===== src/rtl/fiber_rx_deframer.sv =====
// Oversampling serial deframer for the inter-board fiber link: start/data/CRC-8/stop, link lock, error count.
// Optional build macro RX_INVERT_EN inverts rx_i ahead of the synchronizer for inverted transceivers.
module fiber_rx_deframer #(
    parameter int unsigned OVERSAMPLE = 8,
    parameter int unsigned DATA_W     = 32,
    parameter int unsigned LOCK_CNT   = 4,
    parameter int unsigned TIMEOUT    = 4096
) (
    input  logic              clk_i,
    input  logic              rst_n_i,
    input  logic              rx_i,
    output logic [DATA_W-1:0] data_o,
    output logic              valid_o,
    output logic              crc_err_o,
    output logic              frame_err_o,
    output logic              link_ok_o,
    output logic [15:0]       err_cnt_o
);
    localparam int unsigned PH_W  = $clog2(OVERSAMPLE);
    localparam int unsigned IDX_W = $clog2(DATA_W + 8);
    localparam int unsigned GC_W  = $clog2(LOCK_CNT + 1);
    localparam int unsigned TO_W  = $clog2(TIMEOUT + 1);

    localparam logic [PH_W-1:0]  PH_MID        = PH_W'(OVERSAMPLE / 2 - 1);
    localparam logic [PH_W-1:0]  PH_MAX        = PH_W'(OVERSAMPLE - 1);
    localparam logic [IDX_W-1:0] IDX_DATA_LAST = IDX_W'(DATA_W - 1);
    localparam logic [IDX_W-1:0] IDX_CRC_LAST  = IDX_W'(7);
    localparam logic [GC_W-1:0]  GC_MAX        = GC_W'(LOCK_CNT);
    localparam logic [TO_W-1:0]  TO_MAX        = TO_W'(TIMEOUT);
    localparam logic [7:0]       CRC_POLY      = 8'h07;
    localparam logic [15:0]      ERR_SAT       = 16'hFFFF;

    typedef enum logic [2:0] {
        ST_IDLE,
        ST_START,
        ST_DATA,
        ST_CRC,
        ST_STOP
    } state_t;

    state_t            r_state;
    state_t            w_state_nxt;
    logic [PH_W-1:0]   r_ph;
    logic [PH_W-1:0]   w_ph_nxt;
    logic [IDX_W-1:0]  r_idx;
    logic [IDX_W-1:0]  w_idx_nxt;

    logic              w_rx_pin;
    logic              r_sync1;
    logic              r_s_rx;
    logic              r_rx_prev;
    logic              w_edge;
    logic              w_fall;
    logic              w_sample;

    logic [DATA_W-1:0] r_shift;
    logic [7:0]        r_crc_calc;
    logic [7:0]        r_crc_rx;
    logic              w_crc_fb;
    logic [7:0]        w_crc_step;
    logic              w_crc_match;

    logic              w_frame_begin;
    logic              w_shift_data;
    logic              w_shift_crc;
    logic              w_good;
    logic              w_crc_bad;
    logic              w_frm_bad;
    logic              w_err;

    logic [DATA_W-1:0] r_data;
    logic              r_valid;
    logic              r_crc_err;
    logic              r_frame_err;
    logic [GC_W-1:0]   r_good_cnt;
    logic [GC_W-1:0]   w_gc_nxt;
    logic              r_link_ok;
    logic [TO_W-1:0]   r_to_cnt;
    logic [TO_W-1:0]   w_to_nxt;
    logic              w_timeout;
    logic [15:0]       r_err_cnt;

`ifdef RX_INVERT_EN
    assign w_rx_pin = ~rx_i;
`else
    assign w_rx_pin = rx_i;
`endif

    // Two-flop synchronizer plus one history flop for edge detection; all preset to line idle.
    always_ff @(posedge clk_i or negedge rst_n_i) begin
        if (!rst_n_i) begin
            r_sync1   <= 1'b1;
            r_s_rx    <= 1'b1;
            r_rx_prev <= 1'b1;
        end else begin
            r_sync1   <= w_rx_pin;
            r_s_rx    <= r_sync1;
            r_rx_prev <= r_s_rx;
        end
    end

    assign w_edge   = r_s_rx ^ r_rx_prev;
    assign w_fall   = r_rx_prev & ~r_s_rx;
    assign w_sample = (r_ph == PH_MID);

    assign w_crc_fb    = r_crc_calc[7] ^ r_s_rx;
    assign w_crc_step  = {r_crc_calc[6:0], 1'b0} ^ (w_crc_fb ? CRC_POLY : 8'h00);
    assign w_crc_match = (r_crc_rx == r_crc_calc);

    always_ff @(posedge clk_i or negedge rst_n_i) begin
        if (!rst_n_i) begin
            r_state <= ST_IDLE;
            r_ph    <= '0;
            r_idx   <= '0;
        end else begin
            r_state <= w_state_nxt;
            r_ph    <= w_ph_nxt;
            r_idx   <= w_idx_nxt;
        end
    end

    // Next state, phase tracking and per-sample strobes.
    always_comb begin
        w_state_nxt   = r_state;
        w_ph_nxt      = r_ph;
        w_idx_nxt     = r_idx;
        w_frame_begin = 1'b0;
        w_shift_data  = 1'b0;
        w_shift_crc   = 1'b0;
        w_good        = 1'b0;
        w_crc_bad     = 1'b0;
        w_frm_bad     = 1'b0;

        // Every line transition inside a frame realigns the bit phase.
        if (r_state != ST_IDLE) begin
            if (w_edge || (r_ph == PH_MAX)) begin
                w_ph_nxt = '0;
            end else begin
                w_ph_nxt = r_ph + PH_W'(1);
            end
        end

        unique case (r_state)
            ST_IDLE: begin
                if (w_fall) begin
                    w_state_nxt = ST_START;
                    w_ph_nxt    = '0;
                end
            end
            ST_START: begin
                if (w_sample) begin
                    if (r_s_rx) begin
                        w_frm_bad   = 1'b1;
                        w_state_nxt = ST_IDLE;
                    end else begin
                        w_frame_begin = 1'b1;
                        w_idx_nxt     = '0;
                        w_state_nxt   = ST_DATA;
                    end
                end
            end
            ST_DATA: begin
                if (w_sample) begin
                    w_shift_data = 1'b1;
                    if (r_idx == IDX_DATA_LAST) begin
                        w_idx_nxt   = '0;
                        w_state_nxt = ST_CRC;
                    end else begin
                        w_idx_nxt = r_idx + IDX_W'(1);
                    end
                end
            end
            ST_CRC: begin
                if (w_sample) begin
                    w_shift_crc = 1'b1;
                    if (r_idx == IDX_CRC_LAST) begin
                        w_idx_nxt   = '0;
                        w_state_nxt = ST_STOP;
                    end else begin
                        w_idx_nxt = r_idx + IDX_W'(1);
                    end
                end
            end
            ST_STOP: begin
                if (w_sample) begin
                    // A bad stop bit outranks the CRC verdict.
                    if (!r_s_rx) begin
                        w_frm_bad = 1'b1;
                    end else if (w_crc_match) begin
                        w_good = 1'b1;
                    end else begin
                        w_crc_bad = 1'b1;
                    end
                    w_state_nxt = ST_IDLE;
                end
            end
            default: begin
                w_state_nxt = ST_IDLE;
            end
        endcase
    end

    // Payload and CRC shift registers, LSB first on the wire.
    always_ff @(posedge clk_i or negedge rst_n_i) begin
        if (!rst_n_i) begin
            r_shift    <= '0;
            r_crc_calc <= '0;
            r_crc_rx   <= '0;
        end else begin
            if (w_frame_begin) begin
                r_crc_calc <= '0;
            end else if (w_shift_data) begin
                r_crc_calc <= w_crc_step;
            end
            if (w_shift_data) begin
                r_shift <= {r_s_rx, r_shift[DATA_W-1:1]};
            end
            if (w_shift_crc) begin
                r_crc_rx <= {r_s_rx, r_crc_rx[7:1]};
            end
        end
    end

    // Link lock bookkeeping: errors and timeout both drop the lock.
    always_comb begin
        w_err    = w_crc_bad | w_frm_bad;
        w_to_nxt = r_to_cnt;
        if (w_good) begin
            w_to_nxt = '0;
        end else if (r_to_cnt != TO_MAX) begin
            w_to_nxt = r_to_cnt + TO_W'(1);
        end
        w_timeout = (w_to_nxt == TO_MAX);
        w_gc_nxt  = r_good_cnt;
        if (w_err || w_timeout) begin
            w_gc_nxt = '0;
        end else if (w_good && (r_good_cnt != GC_MAX)) begin
            w_gc_nxt = r_good_cnt + GC_W'(1);
        end
    end

    always_ff @(posedge clk_i or negedge rst_n_i) begin
        if (!rst_n_i) begin
            r_data      <= '0;
            r_valid     <= 1'b0;
            r_crc_err   <= 1'b0;
            r_frame_err <= 1'b0;
            r_good_cnt  <= '0;
            r_link_ok   <= 1'b0;
            r_to_cnt    <= '0;
            r_err_cnt   <= '0;
        end else begin
            r_valid     <= w_good;
            r_crc_err   <= w_crc_bad;
            r_frame_err <= w_frm_bad;
            if (w_good) begin
                r_data <= r_shift;
            end
            r_good_cnt <= w_gc_nxt;
            r_link_ok  <= (w_gc_nxt == GC_MAX);
            r_to_cnt   <= w_to_nxt;
            if (w_err && (r_err_cnt != ERR_SAT)) begin
                r_err_cnt <= r_err_cnt + 16'd1;
            end
        end
    end

    assign data_o      = r_data;
    assign valid_o     = r_valid;
    assign crc_err_o   = r_crc_err;
    assign frame_err_o = r_frame_err;
    assign link_ok_o   = r_link_ok;
    assign err_cnt_o   = r_err_cnt;

endmodule


===== config.mk =====
export PLATFORM = sky130hd
export DESIGN_NAME = fiber_rx_deframer
export DESIGN_NICKNAME = d
export VERILOG_FILES = /design/src/rtl/fiber_rx_deframer.sv
export SDC_FILE = /design/constraint.sdc
export NUM_CORES = 1
export LEC_CHECK = 0
export CORE_UTILIZATION = 40
export DETAILED_ROUTE_END_ITERATION = 6
export GPL_TIMING_DRIVEN = 0
export PLACE_DENSITY_LB_ADDON = 0.2
export SKIP_CTS_REPAIR_TIMING = 1
export SLEW_MARGIN = 10
export SYNTH_ARGS = -nofsm -noshare
export SYNTH_HDL_FRONTEND = slang
export SYNTH_SLANG_ARGS = --single-unit
export TNS_END_PERCENT = 5

===== constraint.sdc =====
create_clock -name clk_i -period 7.65 [get_ports clk_i]
set_clock_uncertainty 0.1 [all_clocks]
set_input_delay 1.1475 -clock clk_i [delete_from_list [all_inputs] [get_ports clk_i]]
set_output_delay 1.1475 -clock clk_i [all_outputs]
set_load 0.02 [all_outputs]

# Word-level counts from Yosys, hierarchy flattened
# Index checks and enable logic that the tools add are counted.
[totals]
reg_bits = 131
out_inout_bits = 52
[classes]
addsub = 5
eq_ne = 22
muxes = 44
n_bitwise = 6
n_reduce_logical = 10
[op_table]
columns = ["operator", "count"]
rows = [
  ["3-bit 2-to-1 mux", 14],
  ["6-bit 2-to-1 mux", 6],
  ["13-bit 2-to-1 mux", 2],
  ["6-bit one-hot mux with 3 select lines", 1],
  ["16-bit by 1-bit adder with 16-bit output, second input constant", 1],
  ["1-bit 2-to-1 mux", 16],
  ["8-bit 2-to-1 mux", 2],
  ["16-bit inequality test, second input constant", 1],
  ["2-bit inequality test, second input constant", 8],
  ["3-bit one-hot mux with 5 select lines", 1],
  ["13-bit by 1-bit adder with 13-bit output, second input constant", 1],
  ["13-bit equality test, second input constant", 1],
  ["13-bit inequality test, second input constant", 1],
  ["3-bit by 2-bit equality test with 1-bit output, second input constant", 3],
  ["3-bit equality test, second input constant", 3],
  ["8-bit equality test", 1],
  ["8-bit by 3-bit bitwise XOR with 8-bit output", 1],
  ["7-bit AND reduction", 1],
  ["3-bit by 1-bit adder with 3-bit output, second input constant", 2],
  ["6-bit by 1-bit adder with 6-bit output, second input constant", 1],
  ["6-bit by 3-bit equality test with 1-bit output, second input constant", 1],
  ["6-bit by 5-bit equality test with 1-bit output, second input constant", 1],
  ["3-bit nonzero test", 2],
  ["5-bit AND reduction", 1],
  ["other kinds (12)", 15],
]

# Logic depth before layout (Yosys ltp)
# Gate-level depths: netlist of run 1.
[logic_depth]
ltp_word = 10
ltp_mapped = 10
mapped_depth_nobuf = 9

# Least setup slack after synthesis of run 1
# No wires, ideal clock.
[synth_path]
kind = "reg2reg"
from = "register r_ph[0]"
to = "register r_to_cnt[1]"
setup_ns = 0.132
arrival_ns = 2.182
slack_ns = 5.237
stages_incl_launch_ff = 10
path_buffers = 3
path_cell_list = "dfrtp_1 ha_1 ha_1 buf_2 nor2b_1 nand3_1 nor3_1 clkbuf_1 clkbuf_1 nor2_1"
[synth_between]
elab_chain_len = 4
[synth_lines]
columns = ["element", "line_no", "rtl"]
rows = [
  ["start: declaration", "43", "logic [PH_W-1:0] r_ph;"],
  ["start signal: assignment", "117", "r_ph <= w_ph_nxt;"],
  ["3-bit by 2-bit equality test with 1-bit output", "104", "assign w_sample = (r_ph == PH_MID);"],
  ["1-bit 2-to-1 mux", "185", "if (w_sample) begin"],
  ["1-bit 2-to-1 mux", "143", "unique case (r_state)"],
  ["via w_good", "66", "logic w_good;"],
  ["13-bit 2-to-1 mux", "228", "if (w_good) begin"],
  ["via w_to_nxt[1]", "79", "logic [TO_W-1:0] w_to_nxt;"],
  ["end signal: assignment", "261", "r_to_cnt <= w_to_nxt;"],
  ["end: declaration", "78", "logic [TO_W-1:0] r_to_cnt;"],
]
# The timed path passes the listed nets, and every way through them passes these cells.
# A chain may end at the register's enable or synchronous reset.

# Worst setup path after layout of run 1
[layout_path]
from = "register r_ph[0]"
to = "register r_to_cnt[5]"
# Same word-level chain as after synthesis.

==> results of run 1 <==
[registers in the layout (all words and copies together), names as in the netlist, 6 cells and up]
| name | flops |
|---|---|
| err_cnt_o | 16 |
| r_crc_rx | 8 |
| data_o | 32 |
| r_crc_calc | 8 |
| r_idx | 6 |
| r_to_cnt | 13 |
| r_shift | 32 |
[layer usage]
layer	wire (um)	vias up	track usage
met4	148	0	0.0678
met2	5460	71	0.275
met5	0	-	0
met3	439	13	0.0470
li1	-	2001	-
met1	5470	2030	0.219
[area by class of cell]
type / instances / area, um2 / area share
Timing Repair Buffer: 55 / 569 / 0.0784
Sequential cell: 131 / 3280 / 0.452
Clock inverter: 11 / 128 / 0.0176
Clock buffer: 21 / 470 / 0.0648
Inverter: 13 / 48.8 / 0.00672
Multi-Input combinational cell: 383 / 2450 / 0.337
Tap cell: 180 / 225 / 0.0310
Buffer: 21 / 85.1 / 0.0117
[synthesized netlist by cell type (2+ instances only)]
master    instances  area, um2
nand2_1         130        488
dfrtp_1         128       3200
mux2_2           42        473
xnor2_1          34        298
nor2_1           32        120
clkbuf_1         16       60.1
nand3_1          14       70.1
inv_1            13       48.8
a21oi_1          11       55.1
nand4_1          11       68.8
ha_1             10        125
nor2b_1           9       56.3
o21ai_0           9       45.0
o31ai_1           7       52.6
mux2i_1           6       60.1
nand2b_1          6       37.5
buf_2             5       25.0
nand3b_1          5       37.5
xor2_1            5       43.8
nor3_1            4       20.0
a211oi_1          3       22.5
and2_1            3       18.8
and3_1            3       18.8
and4_1            3       26.3
dfstp_2           3       78.8
nor4_1            3       18.8
or3_1             3       18.8
or3b_2            3       26.3
a21o_1            2       15.0
nand4b_1          2       17.5
nor3b_1           2       15.0
o22ai_1           2       12.5
or2_2             2       12.5
or4_1             2       15.0
[logic make-up after synthesis]
kind of cell,after synthesis,synth area share
AOI/OAI and AO/OA,43,0.0487
xor gates and xnor gates,39,0.0583
adders and majority gates,10,0.0214
buffers and inverters,34,0.0229
DFF,131,0.560
muxes,48,0.0910
and+or+nand+nor,243,0.198
[worst reg2reg max path: stages, from the launching register on]
cell and delay (ns):
dfrtp_1 0.37, ha_1 0.19, ha_1 0.14, buf_2 0.16
nor2b_1 0.23, nand3_1 0.17, nor3_1 0.86, clkbuf_1 0.53
clkbuf_1 0.46, nor2_1 0.10
[metrics by stage]
stage | power [mW] | hold slack (ns) | util | setup WS [ns] | cell area, um2
floorplan | 0.877 | 0.245 | - | 5.24 | 5860
global placement | 0.924 | 0.248 | 0.470 | 0.199 | 6620
detailed placement | 0.934 | 0.247 | 0.472 | 4.19 | 6650
CTS | 1.75 | 0.259 | 0.514 | 4.17 | 7250
global route | 1.81 | 0.262 | 0.515 | 3.85 | 7260
finish | 1.73 | 0.262 | 0.515 | 4.20 | 7260
[worst paths after layout]
check                                        from                        to  slack, ns  cells after the start
worst min-delay path            r_sync1$_DFF_PN1_          r_s_rx$_DFF_PN1_       0.26                      0
worst max-delay path            r_ph[0]$_DFF_PN0_     r_to_cnt[5]$_DFF_PN0_       4.20                      9
worst max register to register  r_ph[0]$_DFF_PN0_     r_to_cnt[5]$_DFF_PN0_       4.20                      9
min in group asynchronous                 rst_n_i  err_cnt_o[4]$_DFFE_PN0P_       0.62                      1
worst min register to register  r_sync1$_DFF_PN1_          r_s_rx$_DFF_PN1_       0.26                      0
max in group asynchronous                 rst_n_i   r_shift[14]$_DFFE_PN0P_       6.10                      2
[power groups by stage]
stage / Sequential [mW] / Clock, mW / Combinational [mW]
after floorplan: 0.761 / 0 / 0.116
after global placement: 0.762 / 0 / 0.163
after detailed placement: 0.763 / 0 / 0.171
after CTS: 0.751 / 0.831 / 0.171
after global routing: 0.755 / 0.860 / 0.194
final: 0.751 / 0.810 / 0.170
[cell usage in the layout, fill, tap and decap left out, types with 4 or more instances in the layout]
cell type	Yosys	routed
xor2_1	5	5
dfrtp_1	128	128
mux2_2	42	42
nand3_1	14	14
nand2_1	130	130
nand4_1	11	11
clkbuf_16	0	17
clkdlybuf4s50_1	0	53
ha_1	10	10
xnor2_1	34	34
nor2b_1	9	9
nand2b_1	6	6
nor2_1	32	32
clkbuf_1	16	17
a21oi_1	11	11
buf_2	5	5
nand3b_1	5	5
nor3_1	4	4
inv_1	13	13
mux2i_1	6	6
o31ai_1	7	7
o21ai_0	9	9
==> results.py, run 1 <==
metrics = {
    "final_layout": {
        "fin_cells": 815,
        "antennaDiodeCount": 0,
        "final_nets": 635,
        "areaGrowthSynthToFinish_pct": 23.9,
        "drive_gt1_frac": 0.151,
        "n_fill_cell": 1294,
    },
    "clock_tree": {
        "htree_levels": 4,
        "insertion_delay_ns": 0.41,
        "clk_pin_slew_worst_paths_ns": 0.06,
        "root_buffer": "clkbuf_16",
        "cts.sinks": 131,
        "numCtsBuffers": 17,
        "cts_buffer_depth": 2,
        "cts_tree": "yes",
    },
    "drt": {
        "firstDrtPassIters": 6,
        "ant_nets": 0,
        "vias": 4115,
        "viasPerCell": 5.05,
        "post-route-drc-count": 0,
        "drt-total-wl_um": 11500,
        "detail_route.iter0.violations": 310,
        "routedWlPerCell_um": 14.1,
    },
    "timing": {
        "hold_viol_final": 0,
        "timing.final.crit_share": 0.451,
        "rsz0062_at_grt": "no",
        "fmax_ghz": 0.290,
        "tightest_slew_ns": 1.00,
        "timing_max_transition_violations_final": 0,
        "timing.setup.tns_ns": 0,
        "setup_violations": 0,
        "period_needed_ns": 3.45,
        "slew-limit-headroom": 0.326,
    },
    "worst_setup_path": {
        "path_delay_family": "simple AND/OR/NAND/NOR gates",
        "critPathArrivalTime_ns": 3.62,
        "crit_slowest_cell": "nor3_1",
        "cp_num_buf_inv": 3,
        "cp_max_fo": 10,
        "worstSetupPathType": "reg -> reg",
        "critPathLaunchType": "flop",
        "critPathMaxStageDelay_ns": 0.86,
        "critical_path_required_ns": 7.82,
        "crit_path_cell_trace": "ha_1 > ha_1 > buf_2 > nor2b_1 > nand3_1 > nor3_1 > clkbuf_1 > clkbuf_1 > nor2_1",
        "crit_path_end_kind": "flop",
    },
    "power_and_ir_drop": {
        "pwr-share-clk": 0.468,
        "irDropWorstVdd_mv": 0.165,
        "powerDensity_mw_per_mm2": 238,
        "p_int_mw": 1.30,
        "leakage_nw": 3.35,
        "netSwitchingPower_uw": 433,
        "swShare": 0.250,
        "p_comb_frac": 0.098,
        "seq_power_share": 0.434,
    },
    "run_status": {
        "status": "finished clean",
    },
    "worst_hold_path": {
        "hp-class": "reg -> reg",
    },
    "logic_synthesis": {
        "synth_seq_cells": 131,
        "netlist-cell-type-count": 49,
        "synth_ff_type": "dfrtp_1",
        "synth_edf_count": 0,
        "synth_area_mm2": 0.00586,
        "avgSynthCellArea_um2": 10.7,
        "yosysSeqAreaShare": 0.560,
        "synthCells": 548,
        "async_reset_ff_frac": 1.00,
        "yosysWarningCount": 0,
        "syn_nets": 561,
    },
    "die": {
        "die_y_um": 123,
        "fp.dieW_um": 123,
        "initial_core_util": 0.416,
        "placementRows": 43,
        "core_area_mm2": 0.0141,
        "dieArea_mm2": 0.0151,
        "boundaryPins": 55,
    },
    "grt": {
        "grt_start_max_net_pins": 68,
        "overflow": 0,
        "grt_pass1_vias": 4148,
        "antenna_found_initial": 0,
        "track_usage": 0.171,
        "grt_pass1_wl_um": 19900,
    },
    "placement": {
        "dp_cells": 783,
        "io_buffers": 54,
        "gp_congestion": 0.806,
        "dpl.hpwl_um": 7690,
    },
    "flow_run": {
        "max-cap-violations": 0,
    },
}
Note: power is estimated with default switching activity, not from simulation.
==> run 2, diff against run 1 <==
- clock period: 7.65 -> 2.93 ns (I/O delays scaled with it)
==> run 2 against run 1 <==
  * Non-clock buffer count increased by 1
  * Largest cell class unchanged
  * Maximum frequency increased by 30%
  * Total power increased to 2.6 times the previous value
  * Critical path type unchanged
==> results.py, run 2 (same netlist as run 1, synthesis figures left out) <==
metrics = {
    "run_status": {
        "status": "finished clean",
    },
    "worst_setup_path": {
        "critical_path_required_ns": 3.12,
        "path_delay_family": "compound AO/OA/AOI/OAI gates",
        "crit_path_end_kind": "flop",
        "r2r-start": "r_ph[0]$_DFF_PN0_",
        "cp_max_fo": 8,
        "startpoint": "r_ph[0]$_DFF_PN0_",
        "crit_path_cell_trace": "ha_1 > ha_1 > buf_2 > nor2b_1 > o21ai_0 > o2bb2ai_1 > a211oi_2 > nand4_1 > xnor2_1",
        "critPathLaunchType": "flop",
        "critPathMaxStageDelay_ns": 0.50,
        "crit_slowest_cell": "a211oi_2",
        "cp_num_buf_inv": 1,
        "cpMostUsedCell": "ha_1",
        "critPathArrivalTime_ns": 2.85,
        "worstSetupPathType": "reg -> reg",
    },
    "clock_tree": {
        "root_buffer": "clkbuf_16",
        "clk_pin_slew_worst_paths_ns": 0.06,
        "cts_tree": "yes",
        "numCtsBuffers": 17,
        "insertion_delay_ns": 0.41,
        "cts_buffer_depth": 2,
        "cts.sinks": 131,
        "htree_levels": 4,
    },
    "final_layout": {
        "antennaDiodeCount": 0,
        "final_nets": 636,
        "layout_commonest_cell": "nand2_1",
        "fin_cells": 816,
        "utilization": 0.517,
        "layout_common_cells": "nand2_1, dfrtp_1, clkdlybuf4s50_1",
        "drive_gt1_frac": 0.157,
        "areaGrowthSynthToFinish_pct": 24.4,
    },
    "placement": {
        "dpl.hpwl_um": 7690,
        "io_buffers": 54,
        "preCtsSetupSlack_ns": -0.530,
        "gp_congestion": 0.806,
        "dp_cells": 783,
    },
    "worst_hold_path": {
        "hp-class": "reg -> reg",
        "hp-start": "r_sync1$_DFF_PN1_",
    },
    "timing": {
        "whs_ns": 0.262,
        "period_needed_ns": 2.66,
        "rsz0062_at_grt": "no",
        "setup_violations": 0,
        "slew-limit-headroom": 0.450,
        "fmax_ghz": 0.376,
        "hold_viol_final": 0,
        "timing.final.crit_share": 0.907,
        "tightest_slew_ns": 0.819,
        "timing_max_transition_violations_final": 0,
        "setup_ws_ns": 0.273,
    },
    "drt": {
        "routedWlPerCell_um": 14.1,
        "ant_nets": 0,
        "vias": 4133,
        "post-route-drc-count": 0,
        "detail_route.iter0.violations": 278,
        "viasPerCell": 5.06,
        "drt-total-wl_um": 11500,
        "firstDrtPassIters": 6,
    },
    "grt": {
        "grt_pass1_wl_um": 19900,
        "track_usage": 0.171,
        "grt_pass1_vias": 4148,
        "antenna_found_initial": 0,
        "overflow": 0,
        "grt_start_max_net_pins": 68,
    },
    "die": {
        "die_y_um": 123,
        "dieArea_mm2": 0.0151,
        "placementRows": 43,
        "initial_core_util": 0.416,
        "boundaryPins": 55,
        "fp.dieW_um": 123,
        "core_area_mm2": 0.0141,
    },
    "power_and_ir_drop": {
        "leakage_nw": 3.37,
        "irDropWorstVdd_mv": 0.431,
        "total_power_mw": 4.54,
        "powerDensity_mw_per_mm2": 623,
    },
    "flow_run": {
        "max-cap-violations": 0,
    },
}
[run 2: changes by cell type in the layout (fill, tap and decap cells not counted), sizes merged]
cell,before,now
dlygate4sd3,0,1
[run 2: final timing paths]
check	cells after the start	endpoint	slack (ns)
hold / removal	0	r_s_rx$_DFF_PN1_	0.26
min in group asynchronous	2	err_cnt_o[4]$_DFFE_PN0P_	0.50
hold reg to reg	0	r_s_rx$_DFF_PN1_	0.26
max in group asynchronous	3	r_shift[14]$_DFFE_PN0P_	1.51
setup reg to reg	9	err_cnt_o[5]$_DFFE_PN0P_	0.27
setup / recovery	9	err_cnt_o[5]$_DFFE_PN0P_	0.27
[run 2: layout make-up]
cell class | instances | area, um2
well taps | 180 | 225
repair buffers | 56 | 579
inverters | 13 | 48.8
flip-flops and latches | 131 | 3280
clock inverters | 11 | 128
fillers | 1294 | 6810
multi-input cells | 383 | 2460
clock buffers | 21 | 470
plain buffers | 21 | 87.6
[run 2: metrics by stage]
stage / area, um2 / TNS [ns]
final: 7290 / 0
after global routing: 7290 / 0
after CTS: 7250 / -12.36
after floorplan: 5860 / 0
after global placement: 6620 / -505.52
after detailed placement: 6650 / -11.13
[run 2: power breakdown]
group          switching (mW)  leakage, nW  internal, mW
combinational           0.288         1.29         0.173
sequential             0.0688         1.79          1.89
clock                   0.791        0.286          1.32
total                    1.15         3.37          3.39
[run 2: metal layers]
layer | up-vias | global-route usage | routed length, um
li1 | 2001 | - | -
met1 | 2042 | 0.219 | 5440
met2 | 77 | 0.275 | 5470
met3 | 13 | 0.0470 | 469
met4 | 0 | 0.0678 | 148
met5 | - | 0 | 0
[run 2: worst reg2reg max path, cell delays in order, from the launching register on]
cell and delay, ns:
dfrtp_1 0.37, ha_1 0.19, ha_1 0.14, buf_2 0.16, nor2b_1 0.23, o21ai_0 0.27
o2bb2ai_1 0.24, a211oi_2 0.50, nand4_1 0.19, xnor2_1 0.15
==> run 3, diff against run 2 <==
- CTS_CLUSTER_SIZE: not set -> 28
==> results of run 3 <==
Final layout, timing and power as in run 2 (identical DEF).
